File: src/rtl/rgb_show_pkg.sv
// Shared constants for the RGB light show: colour codes, mode encodings and
// the 8-entry colour lookup used by every channel.
package rgb_show_pkg;

    typedef enum logic [1:0] {
        ModeCycle   = 2'd0,
        ModeReverse = 2'd1,
        ModeBlink   = 2'd2,
        ModeHold    = 2'd3
    } mode_e;

    // Colour codes are {R,G,B}.
    localparam logic [2:0] ColRed    = 3'b100;
    localparam logic [2:0] ColOrange = 3'b110;
    localparam logic [2:0] ColGreen  = 3'b010;
    localparam logic [2:0] ColTeal   = 3'b011;
    localparam logic [2:0] ColBlue   = 3'b001;
    localparam logic [2:0] ColViolet = 3'b101;
    localparam logic [2:0] ColWhite  = 3'b111;
    localparam logic [2:0] ColOff    = 3'b000;

    localparam logic [2:0] IdxWhite = 3'd6;
    localparam logic [2:0] IdxOff   = 3'd7;

    function automatic logic [2:0] color_lut(input logic [2:0] idx);
        logic [2:0] col;
        unique case (idx)
            3'd0:    col = ColRed;
            3'd1:    col = ColOrange;
            3'd2:    col = ColGreen;
            3'd3:    col = ColTeal;
            3'd4:    col = ColBlue;
            3'd5:    col = ColViolet;
            3'd6:    col = ColWhite;
            default: col = ColOff;
        endcase
        return col;
    endfunction

endpackage

File: src/rtl/step_tick_gen.sv
// Step timer: counts enabled cycles and strobes tick on the wrap cycle.
// The strobe is gated by en so a step coinciding with en falling is dropped.
module step_tick_gen #(
    parameter int unsigned CYCLES = 10_000_000
) (
    input  logic clk,
    input  logic rst,
    input  logic en,
    output logic tick
);

    localparam int unsigned CntW = (CYCLES > 1) ? $clog2(CYCLES) : 1;

    logic [CntW-1:0] cnt_q, cnt_d;

    always_comb begin
        tick  = en && (cnt_q == CntW'(CYCLES - 1));
        cnt_d = cnt_q;
        if (!en || tick) begin
            cnt_d = '0;
        end else begin
            cnt_d = cnt_q + CntW'(1);
        end
    end

    always_ff @(posedge clk) begin
        if (rst) begin
            cnt_q <= '0;
        end else begin
            cnt_q <= cnt_d;
        end
    end

endmodule

File: src/rtl/rgb_sequencer.sv
// Multi-channel RGB colour sequencer with PWM brightness; each channel shows
// the shared colour index offset by k*PHASE, odd channels optionally inverted.
module rgb_sequencer
    import rgb_show_pkg::*;
#(
    parameter int unsigned N_CH        = 2,
    parameter int unsigned STEP_CYCLES = 10_000_000,
    parameter int unsigned PWM_W       = 8,
    parameter int unsigned PHASE       = 0,
    parameter bit          INVERT_ODD  = 1'b1
) (
    input  logic              clk,
    input  logic              rst,
    input  logic              en,
    input  logic [1:0]        mode,
    input  logic [PWM_W-1:0]  brightness,
    output logic [3*N_CH-1:0] rgb,
    output logic              step_pulse,
    output logic [2:0]        color_idx
);

    logic              tick;
    logic [2:0]        idx_q, idx_d;
    logic [PWM_W-1:0]  pwm_cnt_q, pwm_cnt_d;
    logic [PWM_W-1:0]  bri_q, bri_d;
    logic [3*N_CH-1:0] rgb_q, rgb_d;
    logic              pwm_on;

    step_tick_gen #(
        .CYCLES(STEP_CYCLES)
    ) u_step_tick_gen (
        .clk (clk),
        .rst (rst),
        .en  (en),
        .tick(tick)
    );

    always_comb begin
        idx_d = idx_q;
        if (!en) begin
            idx_d = 3'd0;
        end else if (tick) begin
            unique case (mode_e'(mode))
                ModeCycle:   idx_d = idx_q + 3'd1;
                ModeReverse: idx_d = idx_q - 3'd1;
                ModeBlink:   idx_d = (idx_q == IdxWhite) ? IdxOff : IdxWhite;
                ModeHold:    idx_d = idx_q;
                default:     idx_d = idx_q;
            endcase
        end
    end

    // Brightness only changes at the PWM period boundary to avoid duty glitches.
    always_comb begin
        pwm_cnt_d = pwm_cnt_q + PWM_W'(1);
        bri_d     = (pwm_cnt_q == '0) ? brightness : bri_q;
        pwm_on    = pwm_cnt_q < bri_q;
    end

    for (genvar k = 0; k < N_CH; k++) begin : g_ch
        localparam bit Inv = INVERT_ODD && (k % 2 == 1);
        logic [2:0] base_idx;
        logic [2:0] col;

        assign base_idx = idx_q + 3'(k * PHASE);
        assign col      = color_lut(base_idx) ^ {3{Inv}};
        assign rgb_d[3*k +: 3] = (en && pwm_on) ? col : 3'b000;
    end

    always_ff @(posedge clk) begin
        if (rst) begin
            idx_q     <= 3'd0;
            pwm_cnt_q <= '0;
            bri_q     <= '0;
            rgb_q     <= '0;
        end else begin
            idx_q     <= idx_d;
            pwm_cnt_q <= pwm_cnt_d;
            bri_q     <= bri_d;
            rgb_q     <= rgb_d;
        end
    end

    assign rgb        = rgb_q;
    assign step_pulse = tick;
    assign color_idx  = idx_q;

endmodule

File: config.mk
export PLATFORM = sky130hd
export DESIGN_NAME = rgb_sequencer
export DESIGN_NICKNAME = d
export VERILOG_FILES = /design/src/rtl/rgb_show_pkg.sv /design/src/rtl/step_tick_gen.sv /design/src/rtl/rgb_sequencer.sv
export SDC_FILE = /design/constraint.sdc
export NUM_CORES = 1
export LEC_CHECK = 0
export ABC_AREA = 1
export BUFFER_PORTS_ARGS = -buffer_cell sky130_fd_sc_hd__buf_2
export CAP_MARGIN = 15
export CORE_MARGIN = 8
export CORE_UTILIZATION = 51
export DETAILED_ROUTE_END_ITERATION = 7
export PLACE_DENSITY_LB_ADDON = 0.15
export SLEW_MARGIN = 20
export SYNTH_ARGS = -nofsm -noshare
export SYNTH_HDL_FRONTEND = slang
export SYNTH_HIERARCHICAL = 1
export SYNTH_SLANG_ARGS = --single-unit
File: constraint.sdc
create_clock -name clk -period 5 [get_ports clk]
set_input_delay 0 -clock clk [delete_from_list [all_inputs] [get_ports clk]]
set_output_delay 0 -clock clk [all_outputs]
set_load 0.02 [all_outputs]
==> flow_metrics.py, run 1 <==
metrics = {
    "outcome": {
        "status": "finished, final reports clean",
    },
    "die": {
        "initial_utilization": 0.527,
        "fp-row-count": 26,
        "core_region_area_mm2": 0.00507,
        "pin_count": 23,
        "die_w_um": 88.4,
        "die_h_um": 88.4,
        "die_area_mm2": 0.00782,
    },
    "worst_setup_path": {
        "endpoint_kind": "flop",
        "cp_max_fo": 6,
        "critPathRequiredTime_ns": 5.20,
        "rrSetupSlack_ns": 3.12,
        "reg2reg_depth": 10,
        "cp.arrival_ns": 2.08,
        "rr_endpoint": "color_idx[0]",
        "start_kind": "flop",
        "crit_type": "reg -> reg",
        "rr_startpoint": "u_step_tick_gen/cnt_q[1]",
    },
    "placement": {
        "io_buffers": 22,
        "dp.final_hpwl_um": 3800,
        "pre_cts_ws_ns": 3.16,
        "gp_congestion": 0.774,
        "placed_area_mm2": 0.00285,
        "dp.cells": 470,
    },
    "timing": {
        "relSlewSlack": 0.681,
        "finalCriticalPeriod_ns": 1.88,
        "finalHoldViolCount": 0,
        "rsz0062_at_grt": "no",
        "setup_viol": 0,
        "tightest_slew_ns": 0.476,
        "period_share": 0.375,
        "fmax_mhz": 533,
        "fin_tns_setup_ns": 0,
        "slew_viol_final": 0,
        "timing.final.ws_setup_ns": 3.12,
        "clock_skew_ns": 0.00403,
    },
    "yosys": {
        "synth_cell_type_count": 28,
        "synth_warnings": 6,
        "synthXorXnorAreaFrac": 0.0393,
        "syn_nets": 412,
        "synth_area_mm2": 0.00268,
        "synth_seq_cells": 49,
        "synth_fa_ha_area_frac": 0.0842,
        "muxShareOfSynthArea": 0.00374,
        "synth-simple-area-share": 0.338,
        "synth_top_family_by_area": "simple AND/OR/NAND/NOR gates",
        "synth_cells": 381,
        "avgSynthCellArea_um2": 7.02,
        "synth_compound_area_frac": 0.0744,
        "synth-seq-area-share": 0.367,
    },
    "layout": {
        "drive_gt1_frac": 0.132,
        "final_common_cell": "nor2_1",
        "layout_common_cells": "75 x nor2_1, 73 x nand2_1, 58 x inv_1",
        "design_area_mm2": 0.00304,
        "antenna_cells": 0,
        "areaGrowthSynthToFinish_pct": 13.7,
        "final_cells": 486,
        "nNetsFinal": 447,
    },
    "route": {
        "drc": 0,
        "wire_per_inst_um": 10.3,
        "routed_wl_um": 5020,
        "drtIter0Drc": 104,
        "antenna_left": 0,
        "via_per_inst": 4.68,
        "vias": 2276,
        "firstDrtPassIters": 4,
    },
    "min_path": {
        "hold_path_end": "color_idx[2]",
        "hp-start": "en",
        "hold_depth": 5,
        "hold_class": "in -> reg",
    },
    "run": {
        "cap_violations": 0,
    },
    "cts": {
        "cts_resized": 0,
        "htree_levels": 2,
        "clockBufferDepth": 2,
        "clk_latency_ns": 0.30,
        "cts_sinks": 49,
        "clk_pin_slew_worst_paths_ns": 0.09,
        "cts_root_buf": "clkbuf_8",
        "cts_buffers": 5,
        "tritoncts": "yes",
    },
    "global_routing": {
        "grt_antenna_before_repair": 0,
        "grt_start_max_net_pins": 25,
        "track_usage": 0.143,
        "grt_pass1_vias": 2226,
        "grt_overflow": 0,
        "grt_pass1_wl_um": 8930,
    },
    "power": {
        "p_leak_nw": 1.30,
        "peakVddDrop_v": 0.000117,
        "p_total_uw": 763,
        "power_density_mw_per_mm2": 251,
    },
}
==> what timing repair did <==
item                                   CTS  global route
setup buffers                            0             0
endpoints found under the hold margin   11             0
hold buffers                             9             0
==> flip-flops by register name, indices dropped and copies added (netlist names) <==
name                   flops
color_idx                  3
u_step_tick_gen/cnt_q     24
bri_q                      8
rgb                        6
pwm_cnt_q                  8
==> worst max-delay path by stage <==
stage / start / end / depth (start not counted)
final: u_step_tick_gen/cnt_q[1] / color_idx[0] / 10
after global placement: u_step_tick_gen/cnt_q[0] / color_idx[0] / 10
after detailed placement: u_step_tick_gen/cnt_q[0] / color_idx[0] / 10
after global routing: u_step_tick_gen/cnt_q[0] / color_idx[0] / 10
after floorplan: u_step_tick_gen/cnt_q[0] / color_idx[0] / 10
after CTS: u_step_tick_gen/cnt_q[1] / color_idx[0] / 10
==> cell type report <==
class | instances | area, um^2
clock inverters | 2 | 35.0
well taps | 70 | 87.6
inverters | 60 | 225
multi-input cells | 269 | 1440
fillers | 499 | 2030
flip-flops and latches | 49 | 981
clock buffers | 5 | 68.8
repair buffers | 31 | 200
==> worst max-delay path: stages (launching register included) <==
cell and delay (ns):
dfxtp_1 0.36, ha_1 0.21, nand3_1 0.14, nor2_1 0.14, nand3_1 0.14, nor2_1 0.17
inv_1 0.06, nor2_1 0.25, o31ai_1 0.12, o21bai_1 0.14, inv_1 0.05
==> cells by family (layout without fill, tap and decap cells) <==
logic type,after synthesis,count (layout)
AO/OA/AOI/OAI,37,37
XOR/XNOR,12,12
adder cells (fa/ha/maj),18,18
buffers and inverters,63,98
flip-flops,49,49
multiplexers,1,1
AND/OR/NAND/NOR,201,201
==> through the flow <==
stage	hold WS, ns	utilization
detailed placement	0.256	0.561
floorplan	0.149	-
global route	0.104	0.599
finish	0.104	0.599
CTS	0.0983	0.599
global placement	0.248	0.561
==> Yosys cell counts <==
cell type / n / area, um^2
a21oi_1: 13 / 65.1
buf_6: 1 / 11.3
mux2i_1: 1 / 10.0
or2_0: 2 / 12.5
inv_1: 58 / 218
inv_2: 2 / 7.51
nand3b_1: 1 / 7.51
a31oi_1: 1 / 6.26
nor2_4: 5 / 56.3
dfxtp_1: 49 / 981
nor3_1: 1 / 5.00
nor3_2: 2 / 20.0
o21ai_0: 18 / 90.1
nand3_2: 1 / 10.0
xor2_1: 6 / 52.6
nand4_1: 3 / 18.8
ha_1: 18 / 225
o31ai_1: 1 / 7.51
nand2_2: 8 / 50.1
xnor2_1: 6 / 52.6
nand2_1: 73 / 274
o21bai_1: 4 / 30.0
and3_1: 1 / 6.26
nand3_1: 21 / 105
nor2_1: 75 / 282
nor2_2: 7 / 43.8
nor3b_2: 1 / 12.5
buf_4: 2 / 15.0
==> routing by layer <==
metal / routed length [um] / global-route usage / part of all wire / up-vias
met4: 106 / 0.0630 / 0.021 / 0
met5: 0 / 0 / 0 / -
li1: - / - / - / 1247
met3: 142 / 0.0381 / 0.028 / 11
met2: 2500 / 0.256 / 0.50 / 24
met1: 2270 / 0.152 / 0.45 / 994
==> report_power, final <==
group | switching (mW) | internal, mW
clock | 0.128 | 0.145
sequential | 0.00794 | 0.404
combinational | 0.0459 | 0.0328
No activity file was read; power rests on OpenSTA's default activity.
==> run 2: changes to the inputs <==
Settings changed: ABC_AREA 1 to 0.
Clock period 5 ns to 1.65 ns, I/O delays scaled along.
==> run 2 against run 1 <==
Effect of this change:
- the flow now finishes with violations (setup timing)
- non-clock buffer count is 52 higher
- sequential power increased to 3.0 times the previous value
- setup slack lost 3.3 ns
- largest cell class unchanged
- critical endpoint is now step_pulse
- clock power increased to 3.3 times the previous value
- final area grew 11%
- clock-buffer cell count rose by 2
- area after synthesis fell by 8.1%
- critical path depth fell by 6
- synthesized cell count down 30%
- total power rose to 3.2 times the previous value
- combinational power rose to 4.2 times the previous value
==> flow_metrics.py, run 2 <==
metrics = {
    "route": {
        "via_per_inst": 5.34,
        "routed_wl_um": 5780,
        "drc": 0,
        "antenna_left": 0,
        "wire_per_inst_um": 14.3,
        "drtIter0Drc": 59,
        "vias": 2164,
        "firstDrtPassIters": 4,
    },
    "cts": {
        "clk_pin_slew_worst_paths_ns": 0.09,
        "htree_levels": 2,
        "clk_latency_ns": 0.30,
        "cts_buffers": 5,
        "cts_sinks": 49,
        "cts_root_buf": "clkbuf_8",
        "tritoncts": "yes",
        "clockBufferDepth": 2,
    },
    "global_routing": {
        "grt_start_max_net_pins": 19,
        "gr-usage-met1": 0.171,
        "track_usage": 0.159,
        "grtUsageMet3": 0.0328,
        "grt_pass1_wl_um": 9450,
        "grt_overflow": 0,
        "busiest_layer": "met2",
        "use_met2": 0.303,
        "grt_antenna_before_repair": 0,
        "grt_pass1_vias": 2103,
    },
    "yosys": {
        "synthTopCellsByArea": "dfxtp_1 40%, ha_1 9.2%, xor2_1 6.1%",
        "synth_edf_count": 0,
        "synth_cells": 268,
        "yosys-top-cells-count": "49 x dfxtp_1, 37 x nor2_1, 20 x inv_1, 18 x ha_1, 17 x xor2_1",
        "yosys.area.top_type_share": 0.399,
        "synth_cell_type_count": 40,
        "synth_top_area_cell": "dfxtp_1",
        "avgSynthCellArea_um2": 9.17,
        "synth_warnings": 6,
        "synth-seq-area-share": 0.399,
        "synth.most_common_cell": "dfxtp_1",
        "synth_ff_type": "dfxtp_1",
        "syn_nets": 299,
        "synth_area_mm2": 0.00246,
        "synth_async_sr_flop_share": 0,
        "synth_seq_cells": 49,
    },
    "outcome": {
        "violations": "setup timing",
        "status": "complete, but fails checks",
    },
    "layout": {
        "top_register": "u_step_tick_gen/cnt_q",
        "largest_register_ffs": 24,
        "areaGrowthSynthToFinish_pct": 37.6,
        "final_core_util": 0.721,
        "multiInputGateArea_mm2": 0.00147,
        "layout_common_cells": "48 x buf_4, 37 x nor2_1, 37 x dfxtp_1",
        "antenna_cells": 0,
        "nFillCells": 370,
        "final_common_cell": "buf_4",
        "drive_gt1_frac": 0.348,
        "final_cells": 405,
        "ff_latch_area_um2": 996,
        "nNetsFinal": 381,
        "reg_top3": "u_step_tick_gen/cnt_q x24, bri_q x8, pwm_cnt_q x8",
    },
    "power": {
        "p_comb_frac": 0.134,
        "switching_power_uw": 578,
        "p_total_mw": 2.47,
        "peakVddDrop_v": 0.000433,
        "swShare": 0.234,
        "power_density_mw_per_mm2": 729,
        "p_int_mw": 1.89,
        "seqPwrFrac": 0.503,
        "p_leak_nw": 1.46,
        "p_clk_frac": 0.363,
    },
    "timing": {
        "relSlewSlack": 0.785,
        "period_share": 1.09,
        "timing.final.ws_setup_ns": -0.155,
        "tightest_slew_ns": 0.321,
        "setup_viol": 27,
        "finalHoldViolCount": 0,
        "finalCriticalPeriod_ns": 1.81,
        "clock_skew_ns": 0.00979,
        "rsz0062_at_grt": "yes",
        "fmax_mhz": 554,
        "slew_viol_final": 0,
    },
    "placement": {
        "io_buffers": 22,
        "dp.cells": 380,
        "dp.final_hpwl_um": 3700,
        "gp_congestion": 0.806,
    },
    "die": {
        "die_h_um": 85.4,
        "die_w_um": 85.4,
        "die_area_mm2": 0.00730,
        "initial_utilization": 0.524,
        "fp-row-count": 25,
        "core_region_area_mm2": 0.00469,
        "pin_count": 23,
    },
    "worst_setup_path": {
        "start_kind": "flop",
        "critPathRequiredTime_ns": 1.65,
        "cp_max_fo": 3,
        "crit_type": "reg -> out",
        "endpoint_kind": "primary output",
        "cp.arrival_ns": 1.81,
    },
    "run": {
        "cap_violations": 0,
    },
    "min_path": {
        "hold_class": "in -> reg",
    },
}
run 2: cell types whose count changed after synthesis, sizes merged, moves of 5 or more:
cell   previous run  this run
and3              1         6
and4              0         5
inv              60        20
mux2i             1         8
nand2            81         9
nand3            22        15
nor2             87        37
o21ai            18         8
or3               0         5
or4               0         5
xor2              6        17
run 2: what timing repair did:
action,4_1_cts,5_1_grt
endpoints found under the setup margin,30,33
pin swaps,6,3
hold buffers,8,0
resized for setup,18,12
buffers inserted,5,2
gates cloned,2,0
hold endpoints to repair,8,0
run 2: power by group through the flow:
stage	registers (mW)	clock network [mW]	logic (mW)
after global placement	1.26	0	0.246
final	1.24	0.896	0.330
after global routing	1.24	0.950	0.357
after detailed placement	1.27	0	0.251
after CTS	1.24	0.915	0.313
after floorplan	1.27	0	0.159
run 2: worst paths after layout:
path	from	endpoint	slack, ns	cells past startpoint
worst max-delay path	u_step_tick_gen/cnt_q[14]	step_pulse	-0.16	4
worst max register to register	u_step_tick_gen/cnt_q[14]	color_idx[2]	-0.12	6
worst min-delay path	en	u_step_tick_gen/cnt_q[6]	0.09	3
worst min register to register	pwm_cnt_q[0]	pwm_cnt_q[0]	0.48	1
run 2: area by class of cell:
type	instances	share of cell area
Multi-Input combinational cell	191	0.436
Sequential cell	49	0.294
Timing Repair Buffer	83	0.193
Clock buffer	7	0.0255
Inverter	20	0.0222
Tap cell	54	0.0200
Clock inverter	1	0.00888
run 2: routing by layer:
layer	wire, um	share of wire
met5	0	0
met1	2460	0.43
met3	210	0.036
met2	3030	0.52
met4	83	0.014
run 2: worst max-delay path: stages (launching register included):
cell and delay, ns:
dfxtp_2 0.33, or4_4 0.56, nor4_4 0.35, buf_4 0.17, buf_6 0.11
run 2: metrics by stage:
stage / area (um^2) / setup slack [ns] / hold slack (ns) / TNS (ns)
2_1_floorplan: 2520 / -0.245 / 0.0768 / -0.625
3_3_place_gp: 2970 / -0.155 / 0.228 / -3.66
3_5_place_dp: 2970 / -0.145 / 0.237 / -3.48
4_1_cts: 3320 / -0.164 / 0.0698 / -2.54
5_1_grt: 3380 / -0.212 / 0.0950 / -4.17
6_report: 3380 / -0.155 / 0.0883 / -2.57
run 2: cells by family after synthesis:
kind of cell / Yosys count / share of synthesized area
compound gates: 36 / 0.104
buf+inv: 28 / 0.0580
flops: 49 / 0.399
mux: 8 / 0.0326
fa+ha+maj: 18 / 0.0916
simple gates: 109 / 0.244
xor+xnor: 20 / 0.0712
==> run 3: changes to the inputs <==
Settings changed: CORE_UTILIZATION 51 to 53, SKIP_LAST_GASP from default to 1.
==> run 3 against run 2 <==
Effect of this change:
- the run still ends with setup timing left
- total power fell by 6.4%
- clock power fell by 19%
- critical path depth rose by 2
- clock skew fell by 0.0017 ns
- register-to-register slack improved by 0.02 ns
- critical endpoint is now u_step_tick_gen/cnt_q[7]
- largest cell class unchanged
- highest routed layer unchanged
==> flow_metrics.py, run 3 (synthesis gave the netlist of run 2 again) <==
metrics = {
    "outcome": {
        "status": "complete, but fails checks",
        "violations": "setup timing",
    },
    "timing": {
        "finalCriticalPeriod_ns": 1.75,
        "setup_viol": 27,
        "period_share": 1.06,
        "finalHoldViolCount": 0,
        "tightest_slew_ns": 0.344,
        "fin_hold_ws_ns": 0.0646,
        "slew_viol_final": 0,
        "timing.final.ws_setup_ns": -0.0988,
        "clock_skew_ns": 0.00811,
        "relSlewSlack": 0.771,
        "fmax_mhz": 572,
        "rsz0062_at_grt": "yes",
    },
    "layout": {
        "largest_register_ffs": 24,
        "areaGrowthSynthToFinish_pct": 41.2,
        "reg_top3": "u_step_tick_gen/cnt_q x24, bri_q x8, pwm_cnt_q x8",
        "top_register": "u_step_tick_gen/cnt_q",
        "layout_common_cells": "40 x buf_4, 35 x dfxtp_1, 24 x nor2_1",
        "drive_gt1_frac": 0.406,
        "antenna_cells": 0,
        "final_common_cell": "buf_4",
        "nNetsFinal": 375,
    },
    "die": {
        "die_w_um": 84.1,
        "core_region_area_mm2": 0.00441,
        "die_h_um": 84.1,
        "die_area_mm2": 0.00707,
        "initial_utilization": 0.557,
        "fp-row-count": 24,
        "pin_count": 23,
    },
    "power": {
        "power_density_mw_per_mm2": 665,
        "seqPwrFrac": 0.538,
        "p_comb_frac": 0.148,
        "p_total_mw": 2.31,
        "swShare": 0.265,
        "p_int_mw": 1.70,
        "switching_power_uw": 612,
        "p_leak_nw": 1.42,
        "peakVddDrop_v": 0.000484,
        "p_clk_frac": 0.314,
    },
    "global_routing": {
        "grt_overflow": 0,
        "grt_start_max_net_pins": 24,
        "track_usage": 0.155,
        "grt_pass1_wl_um": 9250,
        "grt_antenna_before_repair": 0,
        "grt_pass1_vias": 2096,
    },
    "cts": {
        "tritoncts": "yes",
        "htree_levels": 2,
        "clockBufferDepth": 2,
        "cts_root_buf": "clkbuf_8",
        "clk_latency_ns": 0.30,
        "cts_sinks": 49,
        "clk_pin_slew_worst_paths_ns": 0.10,
        "cts_buffers": 5,
    },
    "worst_setup_path": {
        "reg2reg_depth": 6,
        "cp.arrival_ns": 1.94,
        "cp-endpoint": "u_step_tick_gen/cnt_q[7]",
        "crit_type": "reg -> reg",
        "rr_endpoint": "u_step_tick_gen/cnt_q[7]",
        "start_kind": "flop",
        "rr_startpoint": "u_step_tick_gen/cnt_q[13]",
        "rrSetupSlack_ns": -0.1,
        "cp_max_fo": 6,
        "critPathRequiredTime_ns": 1.84,
        "startpoint": "u_step_tick_gen/cnt_q[13]",
        "endpoint_kind": "flop",
    },
    "route": {
        "antenna_left": 0,
        "drtIter0Drc": 85,
        "drc": 0,
        "vias": 2147,
        "firstDrtPassIters": 4,
        "via_per_inst": 5.41,
        "wire_per_inst_um": 14.7,
        "routed_wl_um": 5820,
    },
    "placement": {
        "gp_congestion": 0.834,
        "dp.final_hpwl_um": 3700,
        "io_buffers": 22,
    },
    "run": {
        "cap_violations": 0,
    },
    "min_path": {
        "hold_class": "in -> reg",
    },
}
## run 3: worst min path at each step
stage | from | end | slack [ns] | cells after the start
floorplan | rst | u_step_tick_gen/cnt_q[6] | 0.08 | 1
global placement | brightness[0] | bri_q[0] | 0.23 | 3
detailed placement | brightness[3] | bri_q[3] | 0.24 | 3
CTS | en | u_step_tick_gen/cnt_q[6] | 0.05 | 3
global route | en | u_step_tick_gen/cnt_q[6] | 0.07 | 3
finish | en | u_step_tick_gen/cnt_q[6] | 0.06 | 3
## run 3: routing by layer
metal	wire length, um	part of all wire	global-route usage
met1	2430	0.42	0.170
met3	157	0.027	0.0391
met4	91	0.016	0.0487
met2	3140	0.54	0.282
met5	0	0	0
## run 3: area by class of cell
cell class | instances | area, um^2
clock buffers | 5 | 68.8
inverters | 20 | 75.1
fillers | 309 | 942
multi-input cells | 191 | 1630
well taps | 52 | 65.1
clock inverters | 3 | 21.3
flip-flops and latches | 49 | 998
repair buffers | 77 | 612
## run 3: critical path: stages, from the launching register on
cell and delay (ns):
dfxtp_2 0.33, or4_4 0.57, buf_6 0.15, o311ai_4 0.21, buf_6 0.18, clkbuf_16 0.17, nor2_4 0.03
## run 3: repair_timing
item / in CTS / in global routing
buffers inserted: 3 / 3
hold buffers: 8 / 0
setup endpoints to repair: 30 / 38
gates cloned: 0 / 3
pin swaps: 10 / 16
hold endpoints to repair: 8 / 0
gates resized for setup: 17 / 50
## run 3: per-stage QoR
stage / setup TNS [ns] / setup slack [ns] / instance area [um^2] / cells / utilization
2_1_floorplan: -0.625 / -0.245 / 2520 / 268 / -
4_1_cts: -0.444 / -0.143 / 3180 / 392 / 0.720
3_3_place_gp: -0.143 / -0.0645 / 2930 / 373 / 0.665
6_report: -1.85 / -0.0988 / 3470 / 397 / 0.787
5_1_grt: -3.34 / -0.201 / 3470 / 397 / 0.787
3_5_place_dp: -0.318 / -0.119 / 2930 / 373 / 0.665
## run 3: power by group through the flow
stage | combinational (mW) | clock, mW | sequential (mW)
after detailed placement | 0.239 | 0 | 1.27
after CTS | 0.282 | 0.737 | 1.24
final | 0.342 | 0.724 | 1.24
after floorplan | 0.159 | 0 | 1.27
after global placement | 0.236 | 0 | 1.27
after global routing | 0.374 | 0.793 | 1.25
